<file path="src/rtl/alu_arb_pkg.sv">
// Shared types and constants for the round-robin arbitrated ALU.
package alu_arb_pkg;

    localparam int NREQ_DEF  = 4;
    localparam int WIDTH_DEF = 8;

    localparam logic OP_ADD = 1'b0;
    localparam logic OP_MUL = 1'b1;

    typedef enum logic [1:0] {
        ST_IDLE = 2'd0,
        ST_EXEC = 2'd1,
        ST_RESP = 2'd2
    } state_t;

endpackage

</file>
<file path="src/rtl/rr_pick.sv">
// Combinational round-robin picker: first requester at or after last_winner+1, with wrap.
module rr_pick #(
    parameter int NREQ = 4,
    parameter int IDW  = 2
) (
    input  logic [NREQ-1:0] req,
    input  logic [IDW-1:0]  last_winner,
    output logic            found,
    output logic [IDW-1:0]  winner
);

    int j;

    // Walk offsets from farthest to nearest so the nearest hit is written last and wins.
    always_comb begin
        found  = 1'b0;
        winner = '0;
        j      = 0;
        for (int k = NREQ; k >= 1; k--) begin
            j = (int'(last_winner) + k) % NREQ;
            if (req[IDW'(j)]) begin
                found  = 1'b1;
                winner = IDW'(j);
            end
        end
    end

endmodule

</file>
<file path="src/rtl/alu_rr_arbiter.sv">
// Shared add/multiply ALU with round-robin arbitration among NREQ requesters.
module alu_rr_arbiter
    import alu_arb_pkg::*;
#(
    parameter int NREQ  = NREQ_DEF,
    parameter int WIDTH = WIDTH_DEF,
    localparam int IDW  = (NREQ > 1) ? $clog2(NREQ) : 1
) (
    input  logic                  clk,
    input  logic                  resetn,
    input  logic [NREQ-1:0]       req,
    input  logic [NREQ-1:0]       op,
    input  logic [NREQ*WIDTH-1:0] opa_flat,
    input  logic [NREQ*WIDTH-1:0] opb_flat,
    output logic [NREQ-1:0]       grant,
    output logic                  busy,
    output logic [WIDTH-1:0]      result,
    output logic                  result_valid,
    output logic [IDW-1:0]        result_id,
    output logic                  ovf
);

    state_t           state_q, state_d;
    logic [IDW-1:0]   last_q, last_d;
    logic             op_q, op_d;
    logic [WIDTH-1:0] a_q, a_d;
    logic [WIDTH-1:0] b_q, b_d;
    logic [WIDTH-1:0] res_q, res_d;
    logic             ovf_q, ovf_d;
    logic [IDW-1:0]   rid_q, rid_d;

    logic             pick_found;
    logic [IDW-1:0]   pick_id;

    logic [WIDTH:0]     sum;
    logic [2*WIDTH-1:0] prod;
    logic [WIDTH-1:0]   alu_res;
    logic               alu_ovf;

    rr_pick #(
        .NREQ (NREQ),
        .IDW  (IDW)
    ) u_pick (
        .req         (req),
        .last_winner (last_q),
        .found       (pick_found),
        .winner      (pick_id)
    );

    always_comb begin
        sum  = {1'b0, a_q} + {1'b0, b_q};
        prod = {{WIDTH{1'b0}}, a_q} * {{WIDTH{1'b0}}, b_q};
        if (op_q == OP_MUL) begin
            alu_res = prod[WIDTH-1:0];
            alu_ovf = |prod[2*WIDTH-1:WIDTH];
        end else begin
            alu_res = sum[WIDTH-1:0];
            alu_ovf = sum[WIDTH];
        end
    end

    // last_q doubles as the in-flight owner: it is only read in EXEC, right after a latch.
    always_comb begin
        state_d = state_q;
        last_d  = last_q;
        op_d    = op_q;
        a_d     = a_q;
        b_d     = b_q;
        res_d   = res_q;
        ovf_d   = ovf_q;
        rid_d   = rid_q;
        case (state_q)
            ST_IDLE, ST_RESP: begin
                if (pick_found) begin
                    state_d = ST_EXEC;
                    last_d  = pick_id;
                    op_d    = op[pick_id];
                    a_d     = opa_flat[int'(pick_id)*WIDTH +: WIDTH];
                    b_d     = opb_flat[int'(pick_id)*WIDTH +: WIDTH];
                end else begin
                    state_d = ST_IDLE;
                end
            end
            ST_EXEC: begin
                state_d = ST_RESP;
                res_d   = alu_res;
                ovf_d   = alu_ovf;
                rid_d   = last_q;
            end
            default: state_d = ST_IDLE;
        endcase
    end

    always_ff @(posedge clk) begin
        if (!resetn) begin
            state_q <= ST_IDLE;
            last_q  <= IDW'(NREQ - 1);
            op_q    <= OP_ADD;
            a_q     <= '0;
            b_q     <= '0;
            res_q   <= '0;
            ovf_q   <= 1'b0;
            rid_q   <= '0;
        end else begin
            state_q <= state_d;
            last_q  <= last_d;
            op_q    <= op_d;
            a_q     <= a_d;
            b_q     <= b_d;
            res_q   <= res_d;
            ovf_q   <= ovf_d;
            rid_q   <= rid_d;
        end
    end

    assign grant        = (state_q == ST_EXEC) ? (NREQ'(1) << last_q) : '0;
    assign busy         = (state_q == ST_EXEC) || (state_q == ST_RESP);
    assign result_valid = (state_q == ST_RESP);
    assign result       = res_q;
    assign result_id    = rid_q;
    assign ovf          = ovf_q;

endmodule

</file>
<file path="config.mk">
export PLATFORM = sky130hd
export DESIGN_NAME = alu_rr_arbiter
export DESIGN_NICKNAME = d
export VERILOG_FILES = /design/src/rtl/alu_arb_pkg.sv /design/src/rtl/rr_pick.sv /design/src/rtl/alu_rr_arbiter.sv
export SDC_FILE = /design/constraint.sdc
export NUM_CORES = 1
export LEC_CHECK = 0
export CAP_MARGIN = 20
export CORE_MARGIN = 5
export CORE_UTILIZATION = 40
export CTS_CLUSTER_DIAMETER = 120
export DETAILED_ROUTE_END_ITERATION = 7
export GPL_TIMING_DRIVEN = 1
export PLACE_DENSITY_LB_ADDON = 0.1
export SYNTH_ARGS = -nofsm -noshare
export SYNTH_HDL_FRONTEND = slang
export SYNTH_HIERARCHICAL = 1
export SYNTH_SLANG_ARGS = --single-unit
</file>
<file path="constraint.sdc">
create_clock -name clk -period 13.75 [get_ports clk]
set_input_delay 3.4375 -clock clk [delete_from_list [all_inputs] [get_ports clk]]
set_output_delay 3.4375 -clock clk [all_outputs]
set_load 0.1 [all_outputs]
</file>
* Word-level counts from Yosys, hierarchy flattened *
Cells that the tools add are included.

word-level totals
  register bits after elaboration = 32
  bits in latches = 0
  bits in writable memories = 0
  ROM bits = 0
  input port bits = 74
  logic and storage cells = 56
  memories kept = 0

cells by class
  add/subtract/negate cells = 5
  multipliers = 1
  divide/modulo/power cells = 0
  magnitude comparators = 5
  equal/unequal tests = 2
  shift operators = 3
  mux-type cells = 27
  bitwise gates (word level) = 0
  reduce and logical (&&, ||, !) cells = 5

operators by type and width
  operator               count
  $shiftx A32 B6 Y8      2
  $lt A2 B4 Y1 const B   4
  $mul A8 B8 Y16         1
  $mux W1                15
  $bmux W1 S2            5
  $add A8 B8 Y9          1
  $mux W2                4
  $mux W8                1
  $reduce_or A8 Y1       1
  $add A2 B1 Y2 const B  2
  $add A2 B2 Y2 const B  2
  $mux W4                1
  $pmux W2 S2            1
  $shl A1 B2 Y4 const A  1
  $lt A2 B3 Y1 const B   1
  $eq A2 B1 Y1 const B   1
  $eq A2 B2 Y1 const B   1
  $logic_not A2 Y1       1
  $reduce_and A2 Y1      1
  $reduce_or A2 Y1       1
  $logic_or A1 B1 Y1     1

* Depth between registers and ports, before layout *
Gate-level depths: netlist (run 1).

  depth in word-level cells = 10
  gate-level depth with buffers = 18

* By module *
Netlist (run 1), hierarchy kept.

modules (own cells, without submodules)
  module          instances  cells an instance  area each (sq um)  seq. area each (sq um)
  alu_rr_arbiter  1          465                4060.1             640.6
  rr_pick         1          14                 91.3               0.0

* Least setup slack after synthesis (run 1) *
No wires, ideal clock.

  path kind = reg2out
  from = register state_q[0]
  to = output port grant[1]
  arrival time = 2.791 ns
  path slack = 7.522 ns
  stages on the path, launching flop included = 4
  buffers on the path = 0
  cell sequence = dfxtp_1 ha_1 inv_1 nor3b_1

between the ends
  word-level cells in the longest chain between the ends = 2

RTL lines
  element                   line                   source
  start: declaration        alu_rr_arbiter.sv:23   state_t state_q, state_d;
  start signal: assignment  alu_rr_arbiter.sv:105  state_q <= state_d;
  $eq A2 B1 Y1              alu_rr_arbiter.sv:116  assign grant = (state_q == ST_EXEC) ? (NREQ'(1) << last_q) : '0;
  $mux W4                   alu_rr_arbiter.sv:116
  end: declaration          alu_rr_arbiter.sv:15   output logic [NREQ-1:0] grant,

No other way between the ends.

* Worst setup path after layout (run 1) *
Ends and elaborated chain as after synthesis.

==> results of run 1 <==
## synth_stat cells, types with 11 or more instances
cell type and number:
a21oi_1 24, and2_1 36, fa_1 37, dfxtp_1 32, o21ai_0 17, clkbuf_1 11, nand2_1 59, mux2i_1 12
mux4_2 11, ha_1 46, inv_1 68, nor2_1 22
## state kept, by name (all words and copies together), names as in the netlist
name,count
result,8
ovf,1
result_id,2
state_q,2
last_q,2
a_q,8
op_q,1
b_q,8
## final timing paths
path                                   start            to  cells after the start
worst max-delay path              state_q[0]      grant[1]                      4
worst min-delay path            result_id[1]  result_id[1]                      2
worst max register to register        b_q[3]           ovf                     17
worst min register to register  result_id[1]  result_id[1]                      2
## metal layers
layer  routed length [µm]  track usage, %
met5                    7               0
met4                  106           3.082
met3                  732           4.837
met2                 5030           29.78
met1                 4982           23.65
## per-stage QoR
step | cells | utilization [%] | area, µm² | power (W)
floorplan | 479 | - | 4151 | 0.0002753
global placement | 690 | 50.57 | 5174 | 0.0003387
detailed placement | 690 | 50.57 | 5174 | 0.0003403
CTS | 698 | 51.49 | 5268 | 0.0004181
global route | 699 | 51.56 | 5275 | 0.0004495
finish | 699 | 51.56 | 5275 | 0.0004145
## cell type report
class	count	area [µm²]
fillers	996	4956
multi-input cells	363	3203
repair buffers	91	908.4
flip-flops and latches	32	640.6
inverters	69	259.0
well taps	136	170.2
clock buffers	7	86.33
clock inverters	1	7.507
## cell families after synthesis
| family | count (synthesis) |
|---|---|
| buffers and inverters | 84 |
| AO/OA/AOI/OAI | 96 |
| AND/OR/NAND/NOR | 148 |
| XOR/XNOR | 7 |
| adder cells (fa/ha/maj) | 83 |
| multiplexers | 29 |
| flip-flops | 32 |
## cells in the final DEF, fill, tap and decap left out, types with 5 or more instances in the layout
| cell | count |
|---|---|
| a21oi_1 | 24 |
| a22oi_1 | 6 |
| and2_1 | 36 |
| clkbuf_8 | 6 |
| clkdlybuf4s50_1 | 90 |
| dfxtp_1 | 32 |
| fa_1 | 37 |
| ha_1 | 46 |
| inv_1 | 68 |
| mux2_2 | 6 |
| mux2i_1 | 12 |
| mux4_2 | 11 |
| nand2_1 | 59 |
| nand2b_1 | 5 |
| nor2_1 | 22 |
| nor2b_1 | 5 |
| nor3_1 | 7 |
| o21a_1 | 7 |
| o21ai_0 | 17 |
| o22ai_1 | 6 |
| xor2_1 | 5 |
## critical path, cell delays in order, from the launching register on
cell	delay (ns)
dfxtp_1	0.36
ha_1	0.60
inv_1	0.30
nor3b_1	0.24
clkdlybuf4s50_1	1.17
## where the power goes
part | switching (W) | internal [W]
Clock | 0.0000359 | 0.0000407
Combinational | 0.000119 | 0.0000917
Sequential | 0.0000236 | 0.000104
==> load_flow_metrics.sql, run 1 <==
INSERT INTO impl_metrics (metric_group, metric, value, unit) VALUES
('synthesis', 'synth_flop_cell', 'dfxtp_1', ''),
('drt', 'drt-pass1-iter-count', '4', ''),
('timing', 'final-hold-violation-count', '0', ''),
('flow_run', 'timing.max_cap.violations', '0', ''),
('synthesis', 'synthesis.yosys.warnings', '6', ''),
('global_route', 'globalRouteOverflowTotal', '0', ''),
('placed_design', 'place.gp.congestion', '0.8200', ''),
('clock_network', 'worst_setup_hold_path_clk_slew', '0.07', 'ns'),
('die', 'design.die.area', '0.01252', 'mm²'),
('synthesis', 'synth_area_leader_cell', 'fa_1', ''),
('timing', 'final_max_slew_viol_count', '0', ''),
('synthesis', 'synth.mux.area_fraction', '10.49', '%'),
('timing', 'grt_setup_unrepaired', 'false', ''),
('drt', 'routedWlPerCell', '15.54', 'µm'),
('global_route', 'grt_start_max_net_pins', '28', ''),
('drt', 'post_drt_via_cell_ratio', '5.186', ''),
('placed_design', 'dp.final_hpwl', '9.026', 'mm'),
('synthesis', 'synth_top_area_share', '17.84', '%'),
('die', 'dieWidth', '111.9', 'µm'),
('clock_network', 'cts_tree', 'built', ''),
('timing', 'min_setup_slack_post_route', '7.360', 'ns'),
('synthesis', 'synthesis.area_per_instance', '8.667', 'µm²'),
('drt', 'drcViolationCount', '0', ''),
('die', 'rows', '37', ''),
('synthesis', 'postSynthNetCount', '636', ''),
('synthesis', 'postSynthCellCount', '479', ''),
('synthesis', 'synth_cell_types', '52', ''),
('worst_setup_path', 'sort_of_element_at_the_start_of_the_critical_path', 'flop', ''),
('timing', 'timing.max_slew.rel_slack', '32.45', '%'),
('drt', 'route.final.wire_length', '10.86', 'mm'),
('synthesis', 'area_share_of_and_or_nand_nor_cells_after_synthesis', '17.81', '%'),
('global_route', 'grt_first_pass_wirelength', '18.72', 'mm'),
('clock_network', 'post_cts_resized', '0', ''),
('status', 'status', 'finished, final reports clean', ''),
('die', 'start_util', '40.58', '%'),
('timing', 'final_min_period_over_clock_period', '46.47', '%'),
('clock_network', 'cts-root-buf', 'clkbuf_8', ''),
('timing', 'fmax', '156.5', 'MHz'),
('synthesis', 'synth_edf_count', '0', ''),
('final_layout', 'syn2layout_area_growth', '27.06', '%'),
('worst_setup_path', 'rrSetupSlack', '8.77', 'ns'),
('synthesis', 'postSynthRegisterBits', '32', ''),
('hold_path', 'min-delay-path-class', 'reg -> reg', ''),
('synthesis', 'share_of_synthesized_area_occupied_by_flip_flops_and_latches', '15.43', '%'),
('drt', 'drt.antenna.violating_nets', '0', ''),
('drt', 'drt_first_iter_violations', '165', ''),
('synthesis', 'synth_top_family_by_area', 'adder cells', ''),
('synthesis', 'synth_area_in_adders', '31.71', '%'),
('global_route', 'number_of_antenna_violations_at_the_first_check_in_global_routing', '1', ''),
('synthesis', 'yosys-top-cells-area', 'fa_1 (18%), dfxtp_1 (15%), ha_1 (14%), inv_1 (6.1%), mux4_2 (6.0%)', ''),
('clock_network', 'clkLatencyLatePin', '0.28', 'ns'),
('global_route', 'grt_pass1_vias', '3874', ''),
('worst_setup_path', 'critical_path_class', 'reg -> out', ''),
('timing', 'max_slew.worst_pin.slew', '1.010', 'ns'),
('clock_network', 'cts_hold_buffers', '0', ''),
('final_layout', 'nets', '719', ''),
('timing', 'fin_tns_setup', '0', 'ns'),
('timing', 'final.hold.worst_slack', '0.4556', 'ns'),
('drt', 'total_number_of_vias', '3625', ''),
('worst_setup_path', 'cp_max_fo', '20', ''),
('placed_design', 'dpl_worst_slack', '7.709', 'ns'),
('timing', 'fin_skew', '0.008847', 'ns'),
('final_layout', 'final_layout_size_suffix_gt1_share', '5.861', '%'),
('synthesis', 'netlist_area', '0.004151', 'mm²'),
('power', 'power_leakage', '2.314', 'nW'),
('worst_setup_path', 'critical_path_sink_type', 'output pin', ''),
('final_layout', 'diodes', '0', ''),
('clock_network', 'postCtsSetupBuffers', '0', ''),
('timing', 'min_period', '6.390', 'ns'),
('clock_network', 'total_cts_buffers', '5', ''),
('timing', 'setup-violations-final', '0', '');
No activity file was read; power rests on OpenSTA's default activity.
==> inputs of run 2 (changes only) <==
Clock period 13.75 ns to 5.7 ns, I/O delays scaled along.
==> load_flow_metrics.sql, run 2 (synthesized netlist as in run 1, its figures left out) <==
INSERT INTO impl_metrics (metric_group, metric, value, unit) VALUES
('status', 'status', 'finished, final reports clean', ''),
('die', 'start_util', '40.58', '%'),
('power', 'power_per_cell_area', '197.5', 'mW/mm²'),
('die', 'design.die.area', '0.01252', 'mm²'),
('drt', 'total_number_of_vias', '3634', ''),
('clock_network', 'postCtsSetupBuffers', '0', ''),
('global_route', 'number_of_antenna_violations_at_the_first_check_in_global_routing', '0', ''),
('timing', 'timing.max_slew.rel_slack', '30.92', '%'),
('final_layout', 'multi_input_area', '0.003203', 'mm²'),
('clock_network', 'total_cts_buffers', '5', ''),
('timing', 'setup-violations-final', '0', ''),
('final_layout', 'final_layout_size_suffix_gt1_share', '6.372', '%'),
('drt', 'post_drt_via_cell_ratio', '5.184', ''),
('placed_design', 'numPortBuffers', '90', ''),
('clock_network', 'worst_setup_hold_path_clk_slew', '0.08', 'ns'),
('timing', 'min_period', '4.822', 'ns'),
('placed_design', 'postPlaceCellArea', '0.005196', 'mm²'),
('worst_setup_path', 'sort_of_element_at_the_start_of_the_critical_path', 'flop', ''),
('timing', 'final_min_period_over_clock_period', '84.60', '%'),
('clock_network', 'cts_tree', 'built', ''),
('drt', 'routedWlPerCell', '15.60', 'µm'),
('clock_network', 'cts_htree_levels', '2', ''),
('hold_path', 'min-delay-path-class', 'reg -> reg', ''),
('die', 'die_height', '111.9', 'µm'),
('placed_design', 'dp.final_hpwl', '9.247', 'mm'),
('worst_setup_path', 'cp_max_fo', '9', ''),
('power', 'power_leakage', '2.335', 'nW'),
('final_layout', 'fill_cells', '995', ''),
('final_layout', 'most-common-layout-cells', 'clkdlybuf4s50_1 (90), inv_1 (68), nand2_1 (59)', ''),
('global_route', 'gr-usage-all-layers', '17.65', '%'),
('timing', 'fmax', '207.4', 'MHz'),
('final_layout', 'finish.instance_area', '0.005311', 'mm²'),
('timing', 'fin_tns_setup', '0', 'ns'),
('clock_network', 'clock-sinks', '32', ''),
('clock_network', 'cts-root-buf', 'clkbuf_8', ''),
('power', 'ir_drop', '0.0001307', 'V'),
('final_layout', 'post-route-util', '51.91', '%'),
('timing', 'max_slew.worst_pin.slew', '1.036', 'ns'),
('clock_network', 'post_cts_resized', '0', ''),
('final_layout', 'mostFrequentLayoutCell', 'clkdlybuf4s50_1', ''),
('global_route', 'grt_pass1_vias', '3715', ''),
('drt', 'route.final.wire_length', '10.94', 'mm'),
('placed_design', 'place.gp.congestion', '0.8372', ''),
('die', 'rows', '37', ''),
('die', 'io-pin-count', '91', ''),
('clock_network', 'cts_hold_buffers', '0', ''),
('die', 'floorplan.core_area', '0.01023', 'mm²'),
('final_layout', 'nets', '721', ''),
('die', 'dieWidth', '111.9', 'µm'),
('worst_setup_path', 'critical_path_arrival', '5.00', 'ns'),
('drt', 'drt.antenna.violating_nets', '0', ''),
('worst_setup_path', 'critical_path_class', 'reg -> reg', ''),
('timing', 'final-hold-violation-count', '0', ''),
('final_layout', 'syn2layout_area_growth', '27.94', '%'),
('clock_network', 'clkLatencyLatePin', '0.29', 'ns'),
('final_layout', 'regArea', '640.6', 'µm²'),
('global_route', 'globalRouteOverflowTotal', '0', ''),
('global_route', 'grt_first_pass_wirelength', '18.15', 'mm'),
('drt', 'drcViolationCount', '0', ''),
('timing', 'final_max_slew_viol_count', '0', ''),
('final_layout', 'diodes', '0', ''),
('clock_network', 'max-clock-path-buffers', '2', ''),
('flow_run', 'timing.max_cap.violations', '0', ''),
('worst_setup_path', 'worstPathRequired', '5.88', 'ns'),
('drt', 'drt_first_iter_violations', '176', ''),
('worst_setup_path', 'critical_path_sink_type', 'flop', ''),
('drt', 'drt-pass1-iter-count', '4', ''),
('timing', 'fin_skew', '0.009430', 'ns'),
('timing', 'grt_setup_unrepaired', 'false', ''),
('global_route', 'grt_start_max_net_pins', '28', '');
run 2: changes by cell type in the layout (fill, tap and decap cells not counted):
cell,delta
buf_4,+2
bufinv_16,+1
clkbuf_1,-1
clkbuf_8,-1
inv_6,+1
run 2: metrics by stage:
step           power [W]  hold WS (ns)  setup slack [ns]  cells
2_1_floorplan  0.0006641        0.5002             1.221    479
3_3_place_gp   0.0008186        0.4463             1.039    693
3_5_place_dp   0.0008263        0.4550            0.8815    693
4_1_cts         0.001060        0.4670            0.8624    701
5_1_grt         0.001133        0.4798            0.6381    701
6_report        0.001049        0.4690            0.8777    701
run 2: final timing paths:
path / cells after the start / slack (ns) / to / from
max: 17 / 0.88 / ovf / b_q[3]
min: 2 / 0.47 / result_id[1] / result_id[1]
max reg2reg: 17 / 0.88 / ovf / b_q[3]
min reg2reg: 2 / 0.47 / result_id[1] / result_id[1]
run 2: critical path: stages (launching register included):
cell and delay (ns):
dfxtp_1 0.53, ha_1 0.30, inv_1 0.08, fa_1 0.53, inv_1 0.04, ha_1 0.26
inv_1 0.05, fa_1 0.50, fa_1 0.54, inv_1 0.04, ha_1 0.37, o21a_1 0.21
o31a_1 0.11, o31a_1 0.28, nor4_2 0.16, o211ai_1 0.15, a2111oi_2 0.42, a21oi_1 0.12
run 2: area by class of cell:
type	instances	share of cell area (%)
Timing Repair Buffer	93	17.39
Clock inverter	3	0.8716
Clock buffer	5	1.296
Multi-Input combinational cell	363	60.31
Sequential cell	32	12.06
Tap cell	136	3.204
Inverter	69	4.876
run 2: where the power goes:
part | switching [W] | internal, W | total, W
Combinational | 0.000296 | 0.000223 | 0.000520
Clock | 0.0000992 | 0.000132 | 0.000231
Sequential | 0.0000483 | 0.000250 | 0.000299
Total | 0.000444 | 0.000605 | 0.00105
run 2: per-layer routing:
metal / global-route usage (%) / wire, µm
met1: 24.32 / 4984
met2: 29.10 / 5189
met3: 3.967 / 692
met4: 2.433 / 69
met5: 0 / 0
